[config.mk]
export PLATFORM = sky130hd
export DESIGN_NAME = sum_ascii_tx
export DESIGN_NICKNAME = d
export VERILOG_FILES = /design/src/rtl/sum_ascii_tx.sv
export SDC_FILE = /design/constraint.sdc
export NUM_CORES = 1
export LEC_CHECK = 0
export CAP_MARGIN = 20
export CORE_MARGIN = 10
export CORE_UTILIZATION = 35
export DETAILED_ROUTE_END_ITERATION = 12
export GPL_TIMING_DRIVEN = 0
export PLACE_DENSITY = 0.65
export SYNTH_ARGS = -nofsm -noshare
export SYNTH_HDL_FRONTEND = slang
export SYNTH_SLANG_ARGS = --single-unit
[constraint.sdc]
create_clock -name clk -period 5.5 [get_ports clk]
set_input_delay 0.825 -clock clk [delete_from_list [all_inputs] [get_ports clk]]
set_output_delay 0.825 -clock clk [all_outputs]
set_load 0.02 [all_outputs]
[src/rtl/sum_ascii_tx.sv]
// Formats one signed sum at a time as ASCII decimal text: optional '-', digits without
// leading zeros, then a terminator byte, over valid/ready handshakes on both sides.
module sum_ascii_tx #(
  parameter int unsigned W    = 5,
  parameter logic [7:0]  TERM = 8'h0A
) (
  input  logic         clk,
  input  logic         rst,
  input  logic         in_valid,
  output logic         in_ready,
  input  logic [W-1:0] in_data,
  output logic         out_valid,
  input  logic         out_ready,
  output logic [7:0]   out_data,
  output logic         busy
);

  typedef enum logic [2:0] {StIdle, StSign, StHund, StTens, StUnits, StTerm} state_e;

  state_e      state_q, state_d;
  logic        neg_q, neg_d;
  logic [3:0]  hund_q, hund_d;
  logic [3:0]  tens_q, tens_d;
  logic [3:0]  units_q, units_d;
  logic [7:0]  byte_d;

  logic [W:0]  in_ext;
  logic [W:0]  in_mag;
  int unsigned mag_int;
  logic [3:0]  in_hund, in_tens, in_units;

  // One extra magnitude bit so the most negative input is represented exactly.
  always_comb begin
    in_ext   = {in_data[W-1], in_data};
    in_mag   = in_data[W-1] ? (~in_ext + 1'b1) : in_ext;
    mag_int  = 32'(in_mag);
    in_hund  = 4'(mag_int / 100);
    in_tens  = 4'((mag_int / 10) % 10);
    in_units = 4'(mag_int % 10);
  end

  function automatic state_e lead_state(input logic [3:0] h, input logic [3:0] t);
    if (h != 4'd0)      return StHund;
    else if (t != 4'd0) return StTens;
    else                return StUnits;
  endfunction

  always_comb begin
    state_d = state_q;
    neg_d   = neg_q;
    hund_d  = hund_q;
    tens_d  = tens_q;
    units_d = units_q;
    case (state_q)
      StIdle: begin
        if (in_valid) begin
          neg_d   = in_data[W-1];
          hund_d  = in_hund;
          tens_d  = in_tens;
          units_d = in_units;
          state_d = in_data[W-1] ? StSign : lead_state(in_hund, in_tens);
        end
      end
      StSign:  if (out_ready) state_d = lead_state(hund_q, tens_q);
      StHund:  if (out_ready) state_d = StTens;
      StTens:  if (out_ready) state_d = StUnits;
      StUnits: if (out_ready) state_d = StTerm;
      StTerm:  if (out_ready) state_d = StIdle;
      default: state_d = StIdle;
    endcase
  end

  // Byte presented in the state about to be entered; held while idle.
  always_comb begin
    byte_d = out_data;
    case (state_d)
      StSign:  byte_d = 8'h2D;
      StHund:  byte_d = 8'h30 + {4'h0, hund_d};
      StTens:  byte_d = 8'h30 + {4'h0, tens_d};
      StUnits: byte_d = 8'h30 + {4'h0, units_d};
      StTerm:  byte_d = TERM;
      default: byte_d = out_data;
    endcase
  end

  always_ff @(posedge clk) begin
    if (rst) begin
      state_q   <= StIdle;
      neg_q     <= 1'b0;
      hund_q    <= 4'd0;
      tens_q    <= 4'd0;
      units_q   <= 4'd0;
      out_valid <= 1'b0;
      out_data  <= 8'h00;
    end else begin
      state_q   <= state_d;
      neg_q     <= neg_d;
      hund_q    <= hund_d;
      tens_q    <= tens_d;
      units_q   <= units_d;
      out_valid <= (state_d != StIdle);
      out_data  <= byte_d;
    end
  end

  assign in_ready = (state_q == StIdle) && !rst;
  assign busy     = (state_q != StIdle);

endmodule

# Word-level counts from Yosys, hierarchy flattened
# Index checks and enable logic that the tools add are counted.
# Widths: inputs -> output; s select.
[word_totals]
register_bits = 24
word_cells = 55
out_inout_bits = 11
[classes]
muxes = 20
bitwise_logic = 1
addsub = 4
eq_ne = 10
n_reduce_logical = 10
div_mod_pow = 4
[ops]
columns = ["cell", "n"]
rows = [
  ["$pmux 8 s5", 1],
  ["$mux 3", 11],
  ["$div 6x4->32 const B", 1],
  ["$div 6x7->32 const B", 1],
  ["$mod 32x4->32 const B", 1],
  ["$mod 6x4->32 const B", 1],
  ["$mux 4", 6],
  ["$add 6x4->7 const A", 3],
  ["$pmux 3 s6", 1],
  ["$reduce_bool 4->1", 4],
  ["$eq 3x2->1 const B", 4],
  ["$eq 3x3->1 const B", 4],
  ["$add 6x1->6 const B", 1],
  ["$eq 3x1->1 const B", 2],
  ["$mux 6", 1],
  ["$not 6->6", 1],
  ["$reduce_bool 3->1", 2],
  ["$reduce_bool 5->1", 1],
  ["$logic_not 3->1", 1],
  ["$logic_and 1x1->1", 1],
  ["$logic_not 1->1", 1],
]

# Logic depth before layout (Yosys ltp)
# Gate-level depths: netlist (run 1).
[logic_depth]
ltp_word = 13
mapped_depth = 12

# Worst setup path before layout (run 1)
# No wires, ideal clock.
[synth_path]
kind = "input port to flip-flop"
startpoint = "input port in_data[2]"
endpoint = "register out_data[2]"
path_buffers = 1
t_arrival_ns = 2.838
setup_slack_ns = 2.567
stages = 10
cell_sequence = "buf_2 o31ai_1 xnor2_1 inv_1 ha_1 o31ai_1 a21bo_2 nand3_1 o2111ai_1 a221oi_1"
[synth_via]
elab_chain_len = 13
word_cells_on_any_way = 30
cone_classes = "4 x add/sub; 4 x div; 5 x eq/ne; 13 x mux; 1 x bitwise; 3 x reduce/logical"
[synth_lines]
columns = ["item", "line_no", "text"]
rows = [
  ["start: declaration", "11", "input logic [W-1:0] in_data,"],
  ["$not 6->6", "35", "in_mag = in_data[W-1] ? (~in_ext + 1'b1) : in_ext;"],
  ["$add 6x1->6", "35", ""],
  ["$mux 6 *", "35", ""],
  ["$div 6x4->32", "38", "in_tens = 4'((mag_int / 10) % 10);"],
  ["$mod 32x4->32", "38", ""],
  ["$reduce_bool 4->1", "44", "else if (t != 4'd0) return StTens;"],
  ["$mux 3", "44", ""],
  ["$mux 3", "43", "if (h != 4'd0) return StHund;"],
  ["$mux 3", "61", "state_d = in_data[W-1] ? StSign : lead_state(in_hund, in_tens);"],
  ["$mux 3", "56", "if (in_valid) begin"],
  ["$pmux 3 s6", "54", "case (state_q)"],
  ["$eq 3x3->1, or another cell as far along", "76", "case (state_d)"],
  ["$pmux 8 s5 / $reduce_bool 5->1 (equally long branches)", "-", ""],
  ["end signal: assignment", "102", "out_data <= byte_d;"],
  ["end: declaration", "14", "output logic [7:0] out_data,"],
]
# Mark *: on every way between the ends. The rest lies on a longest branch, timed or not. The select of a mux whose other input is x is not followed.
# A chain may end at the register's enable or synchronous reset.

# Worst setup path in the final report (run 1)
[layout_path]
startpoint = "input port in_data[4]"
endpoint = "register out_data[2]"
[layout_via]
elab_chain_len = 13
word_cells_on_any_way = 30
cone_classes = "4 x add/sub; 4 x div; 5 x eq/ne; 13 x mux; 1 x bitwise; 3 x reduce/logical"
[layout_lines]
columns = ["item", "line_no"]
rows = [
  ["$not 6->6", "35"],
  ["$add 6x1->6", "35"],
  ["$mux 6", "35"],
  ["$div 6x4->32", "38"],
  ["$mod 32x4->32", "38"],
  ["$reduce_bool 4->1", "44"],
  ["$mux 3", "44"],
  ["$mux 3", "43"],
  ["$mux 3", "61"],
  ["$mux 3", "56"],
  ["$pmux 3 s6", "54"],
  ["$eq 3x3->1, or another cell as far along", "76"],
  ["$pmux 8 s5 / $reduce_bool 5->1 (equally long branches)", "-"],
]
# Parallel ways exist; a longest one is shown, timed or not. The select of a mux whose other input is x is not followed.

==> results of run 1 <==
-- placed cells by master (no fill, tap or decap), drive strengths merged, types with 2 or more instances in the layout --
cell / netlist / routed
buf: 8 / 8
conb: 1 / 2
a21oi: 13 / 13
and3: 2 / 2
nand2: 14 / 14
clkdlybuf4s50: 0 / 15
or3: 2 / 2
nor3: 3 / 3
a21boi: 2 / 2
nand3: 3 / 3
o21ai: 13 / 13
xor2: 2 / 2
and2: 7 / 7
clkbuf: 3 / 7
mux2i: 2 / 2
dfxtp: 22 / 22
nor2: 16 / 16
a211oi: 8 / 8
ha: 4 / 4
nor3b: 2 / 2
a221oi: 4 / 4
inv: 11 / 11
o31ai: 2 / 2
nor2b: 2 / 2
xnor2: 3 / 3
nand2b: 6 / 6
nor4: 2 / 2
o21a: 2 / 2
-- flip-flops by register name, indices dropped and copies added (netlist names) --
name / count
out_data: 6
tens_q: 4
out_valid: 1
hund_q: 4
state_q: 3
units_q: 4
-- cells by family (layout without fill, tap and decap cells) --
family | count (synthesis) | after routing | synth area share, %
simple gates | 65 | 65 | 24.7
flops | 22 | 22 | 30.8
other cells | 1 | 2 | 0.262
buf+inv | 22 | 41 | 7.79
mux | 2 | 2 | 1.40
fa+ha+maj | 4 | 4 | 3.50
compound gates | 57 | 57 | 28.5
xor+xnor | 5 | 5 | 3.07
-- layer usage --
layer	share of wire, %	wire (µm)
met1	47	1620
met2	44	1520
met3	6.8	234
met4	1.9	64
met5	0	0
-- worst max path at each step --
| stage | startpoint | endpoint | slack, ns | cells after the start |
|---|---|---|---|---|
| 6_report | in_data[4] | out_data[2]$_SDFFE_PP0P_ | 2.08 | 11 |
| 5_1_grt | in_data[1] | out_data[2]$_SDFFE_PP0P_ | 1.88 | 12 |
| 2_1_floorplan | in_data[2] | out_data[2]$_SDFFE_PP0P_ | 2.57 | 10 |
| 3_5_place_dp | in_data[4] | out_data[2]$_SDFFE_PP0P_ | 1.83 | 11 |
| 3_3_place_gp | in_data[4] | out_data[2]$_SDFFE_PP0P_ | 1.80 | 11 |
| 4_1_cts | in_data[4] | out_data[2]$_SDFFE_PP0P_ | 2.08 | 11 |
-- cell type report --
type / count / area (µm²)
Multi-Input combinational cell: 135 / 881
Timing Repair Buffer: 15 / 150
Fill cell: 418 / 2270
Buffer: 11 / 70.1
Sequential cell: 22 / 440
Inverter: 11 / 41.3
Tap cell: 50 / 62.6
Clock buffer: 4 / 55.1
-- power by group --
part | internal [W] | switching (W) | total (W) | leakage (nW)
Combinational | 0.0000956 | 0.000124 | 0.000220 | 0.442
Clock | 0.0000639 | 0.0000535 | 0.000117 | 0.0288
Sequential | 0.000180 | 0.0000115 | 0.000192 | 0.180
-- critical path: stages --
cell,delay (ns)
clkdlybuf4s50_1,0.47
buf_2,0.22
o31ai_1,0.12
xnor2_1,0.37
inv_1,0.12
ha_1,0.33
o31ai_1,0.35
a21bo_2,0.31
nand3_1,0.10
o2111ai_1,0.13
a221oi_1,0.26
-- metrics by stage --
step                std cells  instance area (µm²)  hold slack [ns]  utilization (%)  power [W]
global placement          244                 1650            0.448             41.4   0.000413
detailed placement        244                 1650            0.450             41.4   0.000414
global route              248                 1700            0.494             42.8   0.000567
CTS                       248                 1700            0.463             42.8   0.000534
finish                    248                 1700            0.458             42.8   0.000529
floorplan                 179                 1430            0.439                -   0.000346
==> impl_metrics.csv, run 1 <==
group,metric,value,unit
synth,synth_seq_cells,22,
clock_tree,postCtsSetupBuffers,0,
power_and_ir_drop,peakVddDrop,0.109,mV
worst_setup_path,reg2reg_depth,7,
die,rows,23,
hold_path,min_from,"out_data[5]$_SDFFE_PP0P_",
drt,wl_per_cell,13.9,µm
synth,syn_avg_cell_area,8.03,µm²
timing,setup_ws,2.08,ns
global_route,grt_pass1_vias,1262,
die,core_area,3970,µm²
clock_tree,cts.sinks,22,
clock_tree,cts_tree,"yes",
timing,setup_violations,0,
timing,skew,0.00519,ns
synth,ys.flop_type,"dfxtp_1",
synth,syn_inst,178,
cells_and_area,nets,212,
global_route,grt-busiest-layer,"met2",
drt,drc,0,
cells_and_area,drive_gt1_share,10.6,%
hold_path,holdPathStages,2,
global_route,grt.met2_usage,14.9,%
clock_tree,cts_root_buffer,"clkbuf_8",
synth,synth_area_leaders,"dfxtp_1 (31%), a21oi_1 (4.2%), o21ai_0 (4.2%), nor2_1 (4.2%), a211oi_1 (3.7%)",
die,die_h,83.9,µm
worst_setup_path,required,5.68,ns
placed_design,gp_congestion,0.870,
timing,period_share,62.2,%
flow_run,max-cap-violations,0,
global_route,grt_max_degree,13,
timing,rsz0062_at_grt,"false",
drt,drtIter0Drc,123,
clock_tree,clkLatencyLatePin,0.27,ns
clock_tree,hold_buffers,0,
synth,synth_area,1430,µm²
global_route,use_met3,2.54,%
die,fp.dieW,83.9,µm
die,io_pins,20,
synth,synth_top_area_share,30.8,%
worst_setup_path,crit_arrival,3.60,ns
worst_setup_path,crit-reg2reg-capture,"out_data[0]$_SDFFE_PP0P_",
die,initial_core_util,36.0,%
cells_and_area,area_growth,19.0,%
die,die_area,7040,µm²
placed_design,io_buffers,15,
global_route,grt_util_met1,12.6,%
clock_tree,clk_path_buf_depth,2,
worst_setup_path,reg2reg_slack,3.17,ns
worst_setup_path,worstSetupEndpointType,"flip-flop",
timing,slew_viol_final,0,
synth,post-synth-top-count-cell,"dfxtp_1",
timing,fin_setup_tns,0,ns
hold_path,whs_endpoint,"out_data[5]$_SDFFE_PP0P_",
clock_tree,cts_resized,0,
synth,yosysUniqueCellTypes,55,
worst_setup_path,cp-start-kind,"input port",
synth,netlist.top_cell.by_area,"dfxtp_1",
global_route,grt_use_total,9.86,%
timing,period_needed,3.42,ns
synth,synth_commonest_cells,"dfxtp_1 (22), nor2_1 (16), nand2_1 (14)",
clock_tree,cts-htree-levels,1,
synth,yosysWarnings,0,
drt,wirelength,3.44,mm
worst_setup_path,critical_path.max_fanout,10,
drt,vias,1320,
power_and_ir_drop,p_leak,0.651,nW
global_route,grt_first_pass_wirelength,6.00,mm
timing,worstMarginPinSlew,0.722,ns
synth,synth-edff-count,0,
drt,firstDrtPassIters,4,
timing,hold_viol,0,
synth,async_reset_ff_share,0,%
drt,vias_per_cell,5.32,
placed_design,pre_cts_slack,1.83,ns
worst_setup_path,reg2reg_from,"state_q[0]$_SDFF_PP0_",
worst_setup_path,path_class,"in2reg",
timing,slew_headroom,51.7,%
placed_design,place_hpwl,2.70,mm
global_route,overflow,0,
clock_tree,numCtsBuffers,3,
synth,yosysSeqAreaShare,30.8,%
drt,drtAntennaViolNets,0,
outcome,status,"finished clean",
timing,max_clock_freq,0.292,GHz
power_and_ir_drop,power_density,311,nW/µm²
global_route,antenna_found_initial,0,
hold_path,hp-class,"reg2reg",
clock_tree,clk_pin_slew,0.08,ns
cells_and_area,n_antenna_cell,0,
No activity file was read; power rests on OpenSTA's default activity.
==> run 2, diff against run 1 <==
clock period = 3.35 ns   (was 5.5 ns; I/O delays follow)
==> results of run 2 <==
Same layout as run 1 (identical final DEF). Status: finished clean.
Main changes from that run: setup slack after placement 1.83 ns -> -0.000613 ns; setup slack after layout 2.08 ns -> 0.251 ns; register-to-register setup slack 3.17 ns -> 1.02 ns; total power 0.000529 W -> 0.000869 W; worst IR drop on VDD 0.109 mV -> 0.179 mV
==> run 3, diff against run 2 <==
CORE_UTILIZATION = 25   (was 35)
MAX_ROUTING_LAYER = met4   (was default)
PLACE_DENSITY = 0.53   (was 0.65)
==> run 3 against run 2 <==
  * Critical path depth is the same
  * Cell count grew 8.9%
  * Utilization shrank 11 points
  * Sequential power is essentially flat
  * Sequential share of layout area shrank 0.52 points
  * First-iteration DRC count grew 3.3%
  * Hold slack gained 0.0072 ns
  * Register-to-register slack gained 0.03 ns
  * Highest routed layer unchanged
==> impl_metrics.csv, run 3 (synthesis gave the netlist of run 1 again) <==
group,metric,value,unit
clock_tree,cts_resized,0,
hold_path,min_from,"out_data[5]$_SDFFE_PP0P_",
outcome,status,"finished clean",
timing,skew,0.00500,ns
clock_tree,numCtsBuffers,3,
die,rows,27,
cells_and_area,final_common_cell,"dfxtp_1",
cells_and_area,nets,212,
timing,slew_viol_final,0,
cells_and_area,regMostFlops,"out_data",
drt,vias_per_cell,4.82,
power_and_ir_drop,combPwrFrac,42.0,%
die,die_h,95.6,µm
global_route,grt_pass1_vias,1264,
timing,worstMarginPinSlew,0.731,ns
worst_setup_path,critical_path.max_fanout,6,
drt,drtAntennaViolNets,0,
worst_setup_path,reg2reg_depth,6,
worst_setup_path,reg2reg_from,"hund_q[0]$_SDFF_PP0_",
cells_and_area,final_cell_mix,"dfxtp_1 (22), nor2_1 (16), clkdlybuf4s50_1 (15)",
timing,slew_headroom,51.1,%
clock_tree,postCtsSetupBuffers,0,
clock_tree,cts-htree-levels,1,
drt,firstDrtPassIters,4,
clock_tree,cts_tree,"yes",
timing,fin_setup_tns,0,ns
worst_setup_path,cp_cell_sequence,"clkdlybuf4s50_1 -> inv_1 -> ha_1 -> nand2b_1 -> xnor2_1 -> ha_1 -> o31ai_1 -> a21bo_2 -> nand3_1 -> o2111ai_1 -> a221oi_1",
cells_and_area,largest_reg_flops,6,
flow_run,max-cap-violations,0,
global_route,overflow,0,
worst_setup_path,crit_arrival,3.25,ns
timing,max_clock_freq,0.325,GHz
power_and_ir_drop,p_clk_share,22.1,%
power_and_ir_drop,p_leak,0.657,nW
power_and_ir_drop,p_switching,0.000316,W
die,io_pins,20,
clock_tree,cts_root_buffer,"clkbuf_8",
power_and_ir_drop,switching_share,36.1,%
power_and_ir_drop,power,0.000875,W
cells_and_area,drive_gt1_share,11.1,%
worst_setup_path,worstSetupEndpointType,"flip-flop",
global_route,grt_first_pass_wirelength,6.07,mm
timing,hold_viol,0,
worst_setup_path,cp-start-kind,"input port",
timing,period_needed,3.07,ns
global_route,antenna_found_initial,0,
worst_setup_path,cp_slowest_stage_delay,0.56,ns
hold_path,holdPathStages,2,
timing,period_share,91.8,%
placed_design,place_hpwl,2.84,mm
die,die_area,9140,µm²
worst_setup_path,cp_common_cell,"ha_1",
power_and_ir_drop,power_density,504,nW/µm²
clock_tree,clkLatencyLatePin,0.27,ns
worst_setup_path,path_class,"in2reg",
power_and_ir_drop,peakVddDrop,0.255,mV
clock_tree,hold_buffers,0,
die,initial_core_util,25.8,%
worst_setup_path,required,3.52,ns
placed_design,io_buffers,15,
drt,wirelength,3.61,mm
global_route,grt_use_total,8.49,%
timing,rsz0062_at_grt,"false",
worst_setup_path,cp_slowest_cell,"clkdlybuf4s50_1",
cells_and_area,area_growth,21.5,%
drt,wl_per_cell,13.4,µm
hold_path,hp-class,"reg2reg",
clock_tree,clk_pin_slew,0.08,ns
cells_and_area,n_antenna_cell,0,
clock_tree,clk_path_buf_depth,2,
power_and_ir_drop,intPower,0.000559,W
placed_design,gp_congestion,0.834,
timing,setup_violations,0,
global_route,grt_max_degree,13,
die,core_area,5540,µm²
cells_and_area,utilization,31.3,%
clock_tree,cts.sinks,22,
worst_setup_path,reg2reg_slack,1.05,ns
drt,drc,0,
die,fp.dieW,95.6,µm
power_and_ir_drop,pwr-share-seq,35.9,%
cells_and_area,fill_cells,609,
drt,drtIter0Drc,127,
worst_setup_path,crit-reg2reg-capture,"out_data[0]$_SDFFE_PP0P_",
drt,vias,1302,
hold_path,whs_endpoint,"out_data[5]$_SDFFE_PP0P_",
run 3: changes by cell type in the layout (fill, tap and decap cells not counted):
cell     delta
xnor2_2     +1
xnor2_1     -1
run 3: layer usage:
metal / part of all wire [%] / vias to the layer above / GRT usage (%)
met3: 5.1 / 3 / 2.51
li1: - / 679 / -
met4: 0.47 / 0 / 1.47
met5: 0 / - / -
met2: 40 / 26 / 11.5
met1: 55 / 594 / 12.1
run 3: layout make-up:
cell class                      count  area (µm²)  area share, %
Multi-Input combinational cell    135         888           51.2
Sequential cell                    22         440           25.4
Timing Repair Buffer               15         150           8.65
Tap cell                           72        90.1           5.19
Buffer                             11        70.1           4.04
Clock buffer                        4        55.1           3.17
Inverter                           11        41.3           2.38
run 3: worst max-delay path: cells and delay by family:
kind                       cells  cell delay [ns]
AOI/OAI and AO/OA              4             1.07
adders and majority gates      2             0.52
buffers and inverters          2             0.62
xor gates and xnor gates       1             0.26
and+or+nand+nor                2             0.27
run 3: worst max-delay path by stage:
stage,start,to,slack (ns),cells after the start
floorplan,in_data[2],out_data[2]$_SDFFE_PP0P_,0.74,10
global placement,in_data[4],out_data[2]$_SDFFE_PP0P_,-0.07,11
detailed placement,in_data[4],out_data[2]$_SDFFE_PP0P_,-0.09,11
CTS,in_data[4],out_data[2]$_SDFFE_PP0P_,0.18,11
global route,in_data[1],out_data[2]$_SDFFE_PP0P_,0.03,12
finish,in_data[1],out_data[2]$_SDFFE_PP0P_,0.28,11
run 3: through the flow:
step | cells | instance area [µm²] | setup slack, ns | hold slack [ns]
global placement | 266 | 1670 | -0.0679 | 0.454
CTS | 270 | 1730 | 0.178 | 0.468
global route | 270 | 1740 | 0.0348 | 0.497
detailed placement | 266 | 1670 | -0.0904 | 0.456
floorplan | 179 | 1430 | 0.739 | 0.439
finish | 270 | 1740 | 0.276 | 0.465
run 3: power by group through the flow:
stage / combinational, W / sequential [W] / clock [W]
after floorplan: 0.000225 / 0.000343 / 0
after global placement: 0.000366 / 0.000320 / 0
after detailed placement: 0.000364 / 0.000320 / 0
after CTS: 0.000367 / 0.000314 / 0.000199
after global routing: 0.000406 / 0.000319 / 0.000212
final: 0.000367 / 0.000314 / 0.000194
